`src/rtl/pipelined_multiplier_rs_pkg.sv`:
```
// Shared defaults and elaboration helpers for the radix-2^K pipelined multiplier.
package pipelined_multiplier_rs_pkg;

    localparam int DEF_N     = 8;
    localparam int DEF_K     = 2;
    localparam int DEF_TAG_W = 4;

    // Number of arithmetic stages: one per K-bit multiplier digit.
    function automatic int stage_count(input int n, input int k);
        return n / k;
    endfunction

    // K must split the multiplier into whole digits.
    function automatic bit k_is_legal(input int n, input int k);
        return (k >= 1) && (k <= n) && ((n % k) == 0);
    endfunction

endpackage

```
`src/rtl/pipelined_multiplier_rs_if.sv`:
```
// Valid/ready operand and result channels of the pipelined multiplier.
interface pipelined_multiplier_rs_if
    import pipelined_multiplier_rs_pkg::*;
#(
    parameter int N     = DEF_N,
    parameter int TAG_W = DEF_TAG_W
) ();

    logic             in_valid;
    logic             in_ready;
    logic [N-1:0]     a;
    logic [N-1:0]     b;
    logic             in_signed;
    logic [TAG_W-1:0] in_tag;
    logic             out_valid;
    logic             out_ready;
    logic [2*N-1:0]   product;
    logic [TAG_W-1:0] out_tag;

    // Producer of operands and consumer of results.
    modport master (
        output in_valid, a, b, in_signed, in_tag, out_ready,
        input  in_ready, out_valid, product, out_tag
    );

    // The multiplier itself.
    modport slave (
        input  in_valid, a, b, in_signed, in_tag, out_ready,
        output in_ready, out_valid, product, out_tag
    );

endinterface

```
`src/rtl/pipelined_multiplier_rs_stage.sv`:
```
// One radix-2^K step: adds the partial product of the current low digit of b,
// then shifts the remaining digits down for the next stage.
module pipelined_multiplier_rs_stage
    import pipelined_multiplier_rs_pkg::*;
#(
    parameter int N         = DEF_N,
    parameter int K         = DEF_K,
    parameter int TAG_W     = DEF_TAG_W,
    parameter int STAGE_IDX = 0,
    parameter bit IS_LAST   = 1'b0
) (
    input  logic                  clk,
    input  logic                  rst,
    input  logic                  en,
    input  logic                  up_vld,
    input  logic signed [2*N-1:0] up_acc,
    input  logic signed [2*N-1:0] up_a_ext,
    input  logic        [N-1:0]   up_b,
    input  logic                  up_sgn,
    input  logic [TAG_W-1:0]      up_tag,
    output logic                  dn_vld,
    output logic signed [2*N-1:0] dn_acc,
    output logic signed [2*N-1:0] dn_a_ext,
    output logic        [N-1:0]   dn_b,
    output logic                  dn_sgn,
    output logic [TAG_W-1:0]      dn_tag
);

    localparam int ACC_W = 2 * N;
    localparam int SHIFT = K * STAGE_IDX;

    // The top digit of a signed multiplier carries weight -2^(K-1) on its MSB,
    // so it is sign-extended; every other digit is a plain unsigned value.
    function automatic logic signed [ACC_W-1:0] partial_product(
        input logic signed [ACC_W-1:0] a_s,
        input logic        [K-1:0]     digit,
        input logic                    sgn
    );
        logic signed [K:0]       d_s;
        logic signed [ACC_W-1:0] d_w;
        if (IS_LAST && sgn) d_s = {digit[K-1], digit};
        else                d_s = {1'b0, digit};
        d_w = ACC_W'(d_s);
        return a_s * d_w;
    endfunction

    logic signed [ACC_W-1:0] acc_next;

    // Accumulate this digit's weighted partial product, wrapping mod 2^(2N).
    always_comb begin
        acc_next = up_acc + (partial_product(up_a_ext, up_b[K-1:0], up_sgn) <<< SHIFT);
    end

    // Stage valid: cleared by reset, frozen while the pipeline is stalled.
    always_ff @(posedge clk) begin
        if (rst)     dn_vld <= 1'b0;
        else if (en) dn_vld <= up_vld;
    end

    // Stage data: advances with the pipeline; contents of bubbles are don't-care.
    always_ff @(posedge clk) begin
        if (en) begin
            dn_acc   <= acc_next;
            dn_a_ext <= up_a_ext;
            dn_b     <= up_b >> K;
            dn_sgn   <= up_sgn;
            dn_tag   <= up_tag;
        end
    end

endmodule

```
`src/rtl/pipelined_multiplier_rs.sv`:
```
// N x N pipelined multiplier, K multiplier bits per stage, with per-operation
// signed/unsigned mode, sideband tag and valid/ready backpressure.
module pipelined_multiplier_rs
    import pipelined_multiplier_rs_pkg::*;
#(
    parameter int N     = DEF_N,
    parameter int K     = DEF_K,
    parameter int TAG_W = DEF_TAG_W
) (
    input logic                      clk,
    input logic                      rst,
    pipelined_multiplier_rs_if.slave bus
);

    localparam int S     = stage_count(N, K);
    localparam int ACC_W = 2 * N;

    if (!k_is_legal(N, K)) begin : g_bad_k
        $error("pipelined_multiplier_rs: K must divide N and lie in 1..N");
    end

    // Multiplicand widened to the accumulator width according to the mode.
    function automatic logic signed [ACC_W-1:0] extend_a(input logic [N-1:0] a, input logic sgn);
        if (sgn) return ACC_W'($signed(a));
        return ACC_W'(a);
    endfunction

    logic                    stall;
    logic                    en;
    logic                    vld_p0;
    logic signed [ACC_W-1:0] a_ext_p0;
    logic        [N-1:0]     b_p0;
    logic                    sgn_p0;
    logic [TAG_W-1:0]        tag_p0;
    logic                    out_valid_p;
    logic signed [ACC_W-1:0] product_p;
    logic [TAG_W-1:0]        out_tag_p;

    // Stage chain: index 0 is the input capture, index i+1 the output of stage i.
    logic                    vld_c   [S+1];
    logic signed [ACC_W-1:0] acc_c   [S+1];
    logic signed [ACC_W-1:0] a_ext_c [S+1];
    logic        [N-1:0]     b_c     [S+1];
    logic                    sgn_c   [S+1];
    logic [TAG_W-1:0]        tag_c   [S+1];

    // A held result blocks the whole pipeline; bubbles are not squeezed out.
    assign stall        = out_valid_p && !bus.out_ready;
    assign en           = !stall;
    assign bus.in_ready = !rst && !stall;

    // Input capture valid: an accepted operation enters, otherwise a bubble.
    always_ff @(posedge clk) begin
        if (rst)     vld_p0 <= 1'b0;
        else if (en) vld_p0 <= bus.in_valid;
    end

    // Input capture data: operands, mode and tag travel together from here on.
    always_ff @(posedge clk) begin
        if (en) begin
            a_ext_p0 <= extend_a(bus.a, bus.in_signed);
            b_p0     <= bus.b;
            sgn_p0   <= bus.in_signed;
            tag_p0   <= bus.in_tag;
        end
    end

    assign vld_c[0]   = vld_p0;
    assign acc_c[0]   = '0;
    assign a_ext_c[0] = a_ext_p0;
    assign b_c[0]     = b_p0;
    assign sgn_c[0]   = sgn_p0;
    assign tag_c[0]   = tag_p0;

    for (genvar i = 0; i < S; i++) begin : g_stage
        pipelined_multiplier_rs_stage #(
            .N(N), .K(K), .TAG_W(TAG_W), .STAGE_IDX(i), .IS_LAST(i == S - 1)
        ) u_stage (
            .clk     (clk),
            .rst     (rst),
            .en      (en),
            .up_vld  (vld_c[i]),
            .up_acc  (acc_c[i]),
            .up_a_ext(a_ext_c[i]),
            .up_b    (b_c[i]),
            .up_sgn  (sgn_c[i]),
            .up_tag  (tag_c[i]),
            .dn_vld  (vld_c[i+1]),
            .dn_acc  (acc_c[i+1]),
            .dn_a_ext(a_ext_c[i+1]),
            .dn_b    (b_c[i+1]),
            .dn_sgn  (sgn_c[i+1]),
            .dn_tag  (tag_c[i+1])
        );
    end

    // Output register: keeps the last product across bubbles, drops only out_valid.
    always_ff @(posedge clk) begin
        if (rst) begin
            out_valid_p <= 1'b0;
            product_p   <= '0;
            out_tag_p   <= '0;
        end else if (en) begin
            out_valid_p <= vld_c[S];
            if (vld_c[S]) begin
                product_p <= acc_c[S];
                out_tag_p <= tag_c[S];
            end
        end
    end

    assign bus.out_valid = out_valid_p;
    assign bus.product   = product_p;
    assign bus.out_tag   = out_tag_p;

endmodule

```
`src/flat_wrapper.sv`:
```
// flat-port wrapper written by rule: the top's interface ports become plain ports
module pipelined_multiplier_rs_flat import pipelined_multiplier_rs_pkg::*;
#(
    parameter int N     = DEF_N,
    parameter int K     = DEF_K,
    parameter int TAG_W = DEF_TAG_W
)
  (clk, rst, bus_in_valid, bus_a, bus_b, bus_in_signed, bus_in_tag, bus_out_ready, bus_in_ready, bus_out_valid, bus_product, bus_out_tag);
  pipelined_multiplier_rs_if #(.N(N), .TAG_W(TAG_W)) bus_i ();
  input logic clk;
  input logic rst;
  input wire logic [$bits(bus_i.in_valid)-1:0] bus_in_valid;
  input wire logic [$bits(bus_i.a)-1:0] bus_a;
  input wire logic [$bits(bus_i.b)-1:0] bus_b;
  input wire logic [$bits(bus_i.in_signed)-1:0] bus_in_signed;
  input wire logic [$bits(bus_i.in_tag)-1:0] bus_in_tag;
  input wire logic [$bits(bus_i.out_ready)-1:0] bus_out_ready;
  output wire logic [$bits(bus_i.in_ready)-1:0] bus_in_ready;
  output wire logic [$bits(bus_i.out_valid)-1:0] bus_out_valid;
  output wire logic [$bits(bus_i.product)-1:0] bus_product;
  output wire logic [$bits(bus_i.out_tag)-1:0] bus_out_tag;
  assign bus_i.in_valid = bus_in_valid;
  assign bus_i.a = bus_a;
  assign bus_i.b = bus_b;
  assign bus_i.in_signed = bus_in_signed;
  assign bus_i.in_tag = bus_in_tag;
  assign bus_i.out_ready = bus_out_ready;
  assign bus_in_ready = bus_i.in_ready;
  assign bus_out_valid = bus_i.out_valid;
  assign bus_product = bus_i.product;
  assign bus_out_tag = bus_i.out_tag;
  pipelined_multiplier_rs #(.N(N), .K(K), .TAG_W(TAG_W)) u_core (.clk(clk), .rst(rst), .bus(bus_i));
endmodule
```
`config.mk`:
```
export PLATFORM = sky130hd
export DESIGN_NAME = pipelined_multiplier_rs_flat
export DESIGN_NICKNAME = d
export VERILOG_FILES = /design/src/rtl/pipelined_multiplier_rs_pkg.sv /design/src/rtl/pipelined_multiplier_rs_if.sv /design/src/rtl/pipelined_multiplier_rs_stage.sv /design/src/rtl/pipelined_multiplier_rs.sv /design/src/flat_wrapper.sv
export SDC_FILE = /design/constraint.sdc
export NUM_CORES = 1
export LEC_CHECK = 0
export CORE_MARGIN = 8
export CORE_UTILIZATION = 35
export CTS_CLUSTER_SIZE = 14
export DETAILED_ROUTE_END_ITERATION = 10
export GPL_ROUTABILITY_DRIVEN = 0
export SLEW_MARGIN = 20
export SYNTH_ARGS = -nofsm -noshare
export SYNTH_HDL_FRONTEND = slang
export SYNTH_SLANG_ARGS = --single-unit
export TNS_END_PERCENT = 30
```
`constraint.sdc`:
```
create_clock -name clk -period 7.05 [get_ports clk]
set_input_delay 2.115 -clock clk [delete_from_list [all_inputs] [get_ports clk]]
set_output_delay 2.115 -clock clk [all_outputs]
set_load 0.02 [all_outputs]
```
==> results of run 1 <==
[kinds of logic after synthesis]
kind of cell	after synthesis
simple gates	228
flops	170
compound gates	140
fa+ha+maj	115
xor+xnor	53
buf+inv	34
mux	2
[power breakdown]
group	total, uW	internal [uW]	switching [uW]
sequential	1370	1310	65.0
clock	953	514	439
combinational	731	355	376
total	3050	2170	880
[synth_stat cells (3+ instances only)]
library cell  count
a211oi_1          6
a21boi_0          4
a21o_1           14
a21oi_1          53
a2bb2oi_1         3
a31oi_1           3
and2_1           64
clkbuf_1          7
dfxtp_1          26
edfxtp_1        144
fa_1             15
ha_1            100
inv_1            24
nand2_1          75
nand2b_1          5
nand3_1           8
nor2_1           39
nor2b_1          10
nor3_1           12
o21a_1            7
o21ai_0          23
o21bai_1          5
o41a_1            4
or2_2             5
xnor2_1          44
xor2_1            9
[worst max-delay path, cell delays in order]
cell and delay, ps:
clkdlybuf4s50_1 400, nor2b_1 520, nor2_1 80, clkdlybuf4s50_1 560
[state kept, by name, summed over array words and instances (netlist names)]
register and flops:
u_core.g_stage.u_stage.dn_vld 4, u_core.bus.product 16, u_core.a_ext_p0 9, u_core.g_stage.u_stage.dn_a_ext 27, u_core.bus.out_valid 1, u_core.g_stage.u_stage.dn_sgn 3, u_core.g_stage.u_stage.dn_b 12, u_core.g_stage.u_stage.dn_tag 16
u_core.b_p0 8, u_core.sgn_p0 1, u_core.tag_p0 4, u_core.g_stage.u_stage.dn_acc 64, u_core.vld_p0 1, u_core.bus.out_tag 4
[metal layers]
layer	vias up	GRT usage
li1	2819	-
met1	2539	0.118
met2	61	0.167
met3	12	0.0237
met4	0	0.0319
met5	-	0
[per-stage QoR]
stage                     instances  hold WS (ps)  instance area, um^2
final                          1148           416                10600
after global routing           1148           411                10600
after CTS                      1148           414                10600
after detailed placement       1116           405                 9940
after global placement         1116           401                 9940
after floorplan                 742           400                 9080
[final timing paths]
kind	to	start	cells past startpoint	slack, ps
min	u_core.g_stage[3].u_stage.dn_acc[3]	u_core.g_stage[2].u_stage.dn_acc[3]	0	420
max	bus_in_ready	bus_out_ready	4	1260
max reg2reg	u_core.g_stage[1].u_stage.dn_acc[15]	u_core.g_stage[0].u_stage.dn_b[0]	18	2880
min reg2reg	u_core.g_stage[3].u_stage.dn_acc[3]	u_core.g_stage[2].u_stage.dn_acc[3]	0	420
[layout make-up]
class,instances,area (um^2)
fillers,2420,15200
well taps,335,419
clock inverters,15,191
clock buffers,17,425
flip-flops and latches,170,4840
multi-input cells,538,4100
repair buffers,48,475
inverters,25,98.8
==> flow_summary_export.csv, run 1 <==
group,metric,value,unit
clocking,cts_setup_buffers,0,
sta,fmax,173,MHz
die,core_area,25800,um^2
drt,drc,0,
drt,first_pass_iters,4,
die,initial_core_util,0.352,
place,pre_cts_slack,1260,ps
final_layout,fin_util,0.410,
global_routing,grt_pass1_vias,5349,
logic_synthesis,synth_top_family_by_area,"adder cells",
sta,min_period,5790,ps
drt,wl_met2,7220,um
global_routing,track_usage,0.0972,
die,rows,59,
logic_synthesis,synth_area_leaders,"edfxtp_1 48%, ha_1 14%, dfxtp_1 5.7%",
place,numPortBuffers,46,
logic_synthesis,synth_top_area_share,0.476,
sta,relSlewSlack,0.375,
logic_synthesis,synth_ff_type,"edfxtp_1",
die,ioPinCount,47,
logic_synthesis,synth.area.mux_share,0.00221,
logic_synthesis,yosysTopAreaCell,"edfxtp_1",
sta,fin_ws,1260,ps
place,dp_hpwl,10900,um
run_status,run_status,"finished clean",
clocking,cts_made_buffers,17,
drt,final_antenna_net_count,0,
clocking,clk_path_buf_depth,2,
drt,viasPerCell,4.73,
sta,skew,15.3,ps
drt,wire_per_inst,12.8,um
global_routing,grt_overflow,0,
run,maxCapViolCount,0,
sta,setup_viol,0,
drt,routed.top_layer,"met4",
sta,slew_viol_final,0,
drt,initialDrtViolationCount,238,
final_layout,final_common_cell,"edfxtp_1",
critical_path,path_class,"in2out",
drt,m1WireLength,6820,um
critical_path,crit_fanout,8,
critical_path,crit_arrival,3670,ps
clocking,insertion_delay,430,ps
drt,wl_met3,525,um
clocking,cts.reportedPaths.clkPinSlew,70,ps
logic_synthesis,yosys.area_share.adder,0.171,
logic_synthesis,avgSynthCellArea,12.2,um^2
power_and_ir_drop,peakVddDrop,0.131,mV
drt,via_count,5431,
clocking,cts_root_buf,"clkbuf_16",
final_layout,areaGrowthSynthToFinish,16.3,%
logic_synthesis,yosysSeqAreaShare,0.534,
clocking,ctsHoldBuffers,0,
logic_synthesis,ys_ff_latch,170,
logic_synthesis,synth_edf_count,144,
logic_synthesis,synth_simple_gate_area_frac,0.124,
power_and_ir_drop,power,3050,uW
logic_synthesis,synth_cell_types,50,
clocking,cts.sinks,170,
global_routing,grt_pass1_wl,25000,um
final_layout,final_cell_mix,"144 x edfxtp_1, 100 x ha_1, 75 x nand2_1",
final_layout,antennaDiodeCount,0,
clocking,cts-resized-gates,0,
min_path,hold_path_class,"reg2reg",
clocking,cts.htree.levels,4,
logic_synthesis,syn_area,9080,um^2
logic_synthesis,async_flop_share,0,
sta,hold_viol_final,0,
die,die_y,177,um
final_layout,drive_gt1_frac,0.0578,
critical_path,critPathLaunchType,"primary input",
logic_synthesis,synth_xor_xnor_area_share,0.0511,
sta,tightest_slew,938,ps
critical_path,endpoint_kind,"output port",
die,die_w,177,um
critical_path,cp.required,4930,ps
global_routing,grt_start_max_net_pins,80,
sta,min_period_over_period,0.821,
drt,wl,14700,um
sta,fin_tns_setup,0,ps
logic_synthesis,yosysWarnings,0,
sta,rsz0062_at_grt,"false",
final_layout,layout.nets,940,
logic_synthesis,synthesis.nets,882,
die,dieArea,31300,um^2
clocking,cts_tree,"built",
power_and_ir_drop,power_density,289,nW/um^2
logic_synthesis,syn-instance-count,742,
logic_synthesis,synth-compound-area-share,0.104,
power_and_ir_drop,leakagePower,0.00433,uW
global_routing,antenna_found_initial,0,
Power figures use the tool's default switching activity.
==> run 2: changes to the inputs <==
Clock period 7.05 ns to 4.7 ns, I/O delays scaled along.
==> flow_summary_export.csv, run 2 (synthesis gave the netlist of run 1 again) <==
group,metric,value,unit
final_layout,fin_cells,1149,
final_layout,largest_reg_flops,64,
critical_path,worstRegToRegCells,13,
critical_path,slowest_stage,"edfxtp_1",
place,numPortBuffers,46,
clocking,cts_made_buffers,17,
sta,setup_viol,0,
sta,min_period,4120,ps
sta,fin_tns_setup,0,ps
run_status,run_status,"finished clean",
global_routing,grt_pass1_wl,25600,um
run,maxCapViolCount,0,
sta,min_period_over_period,0.877,
global_routing,grt_pass1_vias,5608,
power_and_ir_drop,peakVddDrop,0.203,mV
sta,hold_viol_final,0,
critical_path,r2r_setup_slack,580,ps
critical_path,endpoint_kind,"register",
die,core_area,25800,um^2
critical_path,path_class,"reg2reg",
clocking,cts_setup_buffers,0,
clocking,cts.reportedPaths.clkPinSlew,70,ps
drt,final_antenna_net_count,0,
drt,via_count,5445,
drt,first_pass_iters,5,
final_layout,areaGrowthSynthToFinish,16.4,%
sta,fin_ws,577,ps
final_layout,drive_gt1_frac,0.0590,
min_path,hold_path_class,"reg2reg",
critical_path,max_stage_delay,510,ps
critical_path,critPathLaunchType,"register",
drt,initialDrtViolationCount,232,
critical_path,rr_endpoint,"u_core.g_stage[3].u_stage.dn_acc[15]",
clocking,cts.sinks,170,
place,pre_cts_slack,578,ps
clocking,cts_tree,"built",
die,initial_core_util,0.352,
final_layout,layout.nets,941,
final_layout,top_regs,"u_core.g_stage.u_stage.dn_acc: 64 flops, u_core.g_stage.u_stage.dn_a_ext: 27 flops",
die,dieArea,31300,um^2
final_layout,antennaDiodeCount,0,
sta,relSlewSlack,0.484,
critical_path,crit_path_frequent_cell,"fa_1",
sta,fmax,243,MHz
critical_path,crit_chain,"nand2_1, or2_2, fa_1, fa_1, inv_1, ha_1, fa_1, ha_1, o21ai_0, nor2_1, o41ai_2, o21ai_0, xnor2_1",
final_layout,final_cell_mix,"144 x edfxtp_1, 100 x ha_1, 75 x nand2_1",
die,rows,59,
critical_path,r2r-start,"u_core.g_stage[2].u_stage.dn_b[1]",
global_routing,grt_use_met2,0.177,
sta,rsz0062_at_grt,"false",
min_path,hold_end,"u_core.g_stage[0].u_stage.dn_tag[0]",
final_layout,n_fill_cell,2409,
final_layout,fin_util,0.410,
final_layout,regMostFlops,"u_core.g_stage.u_stage.dn_acc",
clocking,ctsHoldBuffers,0,
sta,whs,413,ps
clocking,cts_root_buf,"clkbuf_16",
place,place_inst,1117,
die,die_w,177,um
drt,viasPerCell,4.74,
drt,wire_per_inst,13.0,um
global_routing,busiest_layer,"met2",
global_routing,grtUsageMet3,0.0262,
sta,slew_viol_final,0,
global_routing,grt_start_max_net_pins,136,
min_path,hold_path_depth,0,
drt,wl,15000,um
global_routing,track_usage,0.0998,
global_routing,globalRouteMet1Util,0.115,
min_path,hp-start,"u_core.tag_p0[0]",
clocking,insertion_delay,430,ps
die,ioPinCount,47,
final_layout,final_common_cell,"edfxtp_1",
clocking,cts.htree.levels,4,
drt,drc,0,
sta,tightest_slew,774,ps
clocking,clk_path_buf_depth,2,
power_and_ir_drop,power_density,431,nW/um^2
critical_path,cp.required,4870,ps
place,dp_hpwl,11200,um
power_and_ir_drop,leakagePower,0.00433,uW
global_routing,grt_overflow,0,
critical_path,crit_fanout,10,
clocking,cts-resized-gates,0,
global_routing,antenna_found_initial,0,
critical_path,crit_arrival,4300,ps
die,die_y,177,um
sta,skew,9.33,ps
## run 2: worst max-delay path by stage
stage,start,endpoint,slack [ps]
after floorplan,bus_out_ready,u_core.bus.product[0],530
after global placement,u_core.g_stage[2].u_stage.dn_b[1],u_core.g_stage[3].u_stage.dn_acc[15],690
after detailed placement,u_core.g_stage[2].u_stage.dn_b[1],u_core.g_stage[3].u_stage.dn_acc[15],580
after CTS,u_core.g_stage[2].u_stage.dn_b[1],u_core.g_stage[3].u_stage.dn_acc[15],550
after global routing,u_core.g_stage[0].u_stage.dn_b[1],u_core.g_stage[1].u_stage.dn_acc[15],190
final,u_core.g_stage[2].u_stage.dn_b[1],u_core.g_stage[3].u_stage.dn_acc[15],580
## run 2: metrics by stage
step / cell area, um^2 / power, uW
final: 10600 / 4560
after global routing: 10600 / 4850
after CTS: 10600 / 4620
after detailed placement: 9960 / 3200
after global placement: 9960 / 3180
after floorplan: 9080 / 2950
## run 2: critical path, delay by kind of cell (launching register included)
kind / cells / cell delay [ps]
adders and majority gates: 5 / 1860
buffers and inverters: 1 / 70
DFF: 1 / 510
and+or+nand+nor: 3 / 740
xor gates and xnor gates: 1 / 150
AOI/OAI and AO/OA: 3 / 560
## run 2: layout make-up
type / count / area (um^2) / share of cell area
flip-flops and latches: 170 / 4840 / 0.458
clock inverters: 15 / 181 / 0.0172
inverters: 25 / 98.8 / 0.00935
multi-input cells: 538 / 4100 / 0.388
clock buffers: 17 / 425 / 0.0403
well taps: 335 / 419 / 0.0397
repair buffers: 49 / 495 / 0.0469
## run 2: per-layer routing
| layer | routed length [um] | share of wire |
|---|---|---|
| met4 | 210 | 0.014 |
| met5 | 0 | 0 |
| met2 | 7390 | 0.49 |
| met1 | 6850 | 0.46 |
| met3 | 518 | 0.035 |
## run 2: power by group
group,internal (uW),total [uW],switching (uW)
clock,762,1400,638
combinational,533,1100,570
sequential,1960,2060,97.6
total,3250,4560,1310
==> run 3: changes to the inputs <==
Settings changed: CTS_BUF_LIST set to sky130_fd_sc_hd__clkbuf_8 sky130_fd_sc_hd__clkbuf_16.
==> results of run 3 <==
The final DEF is identical to that of run 2; final timing and power are the same.
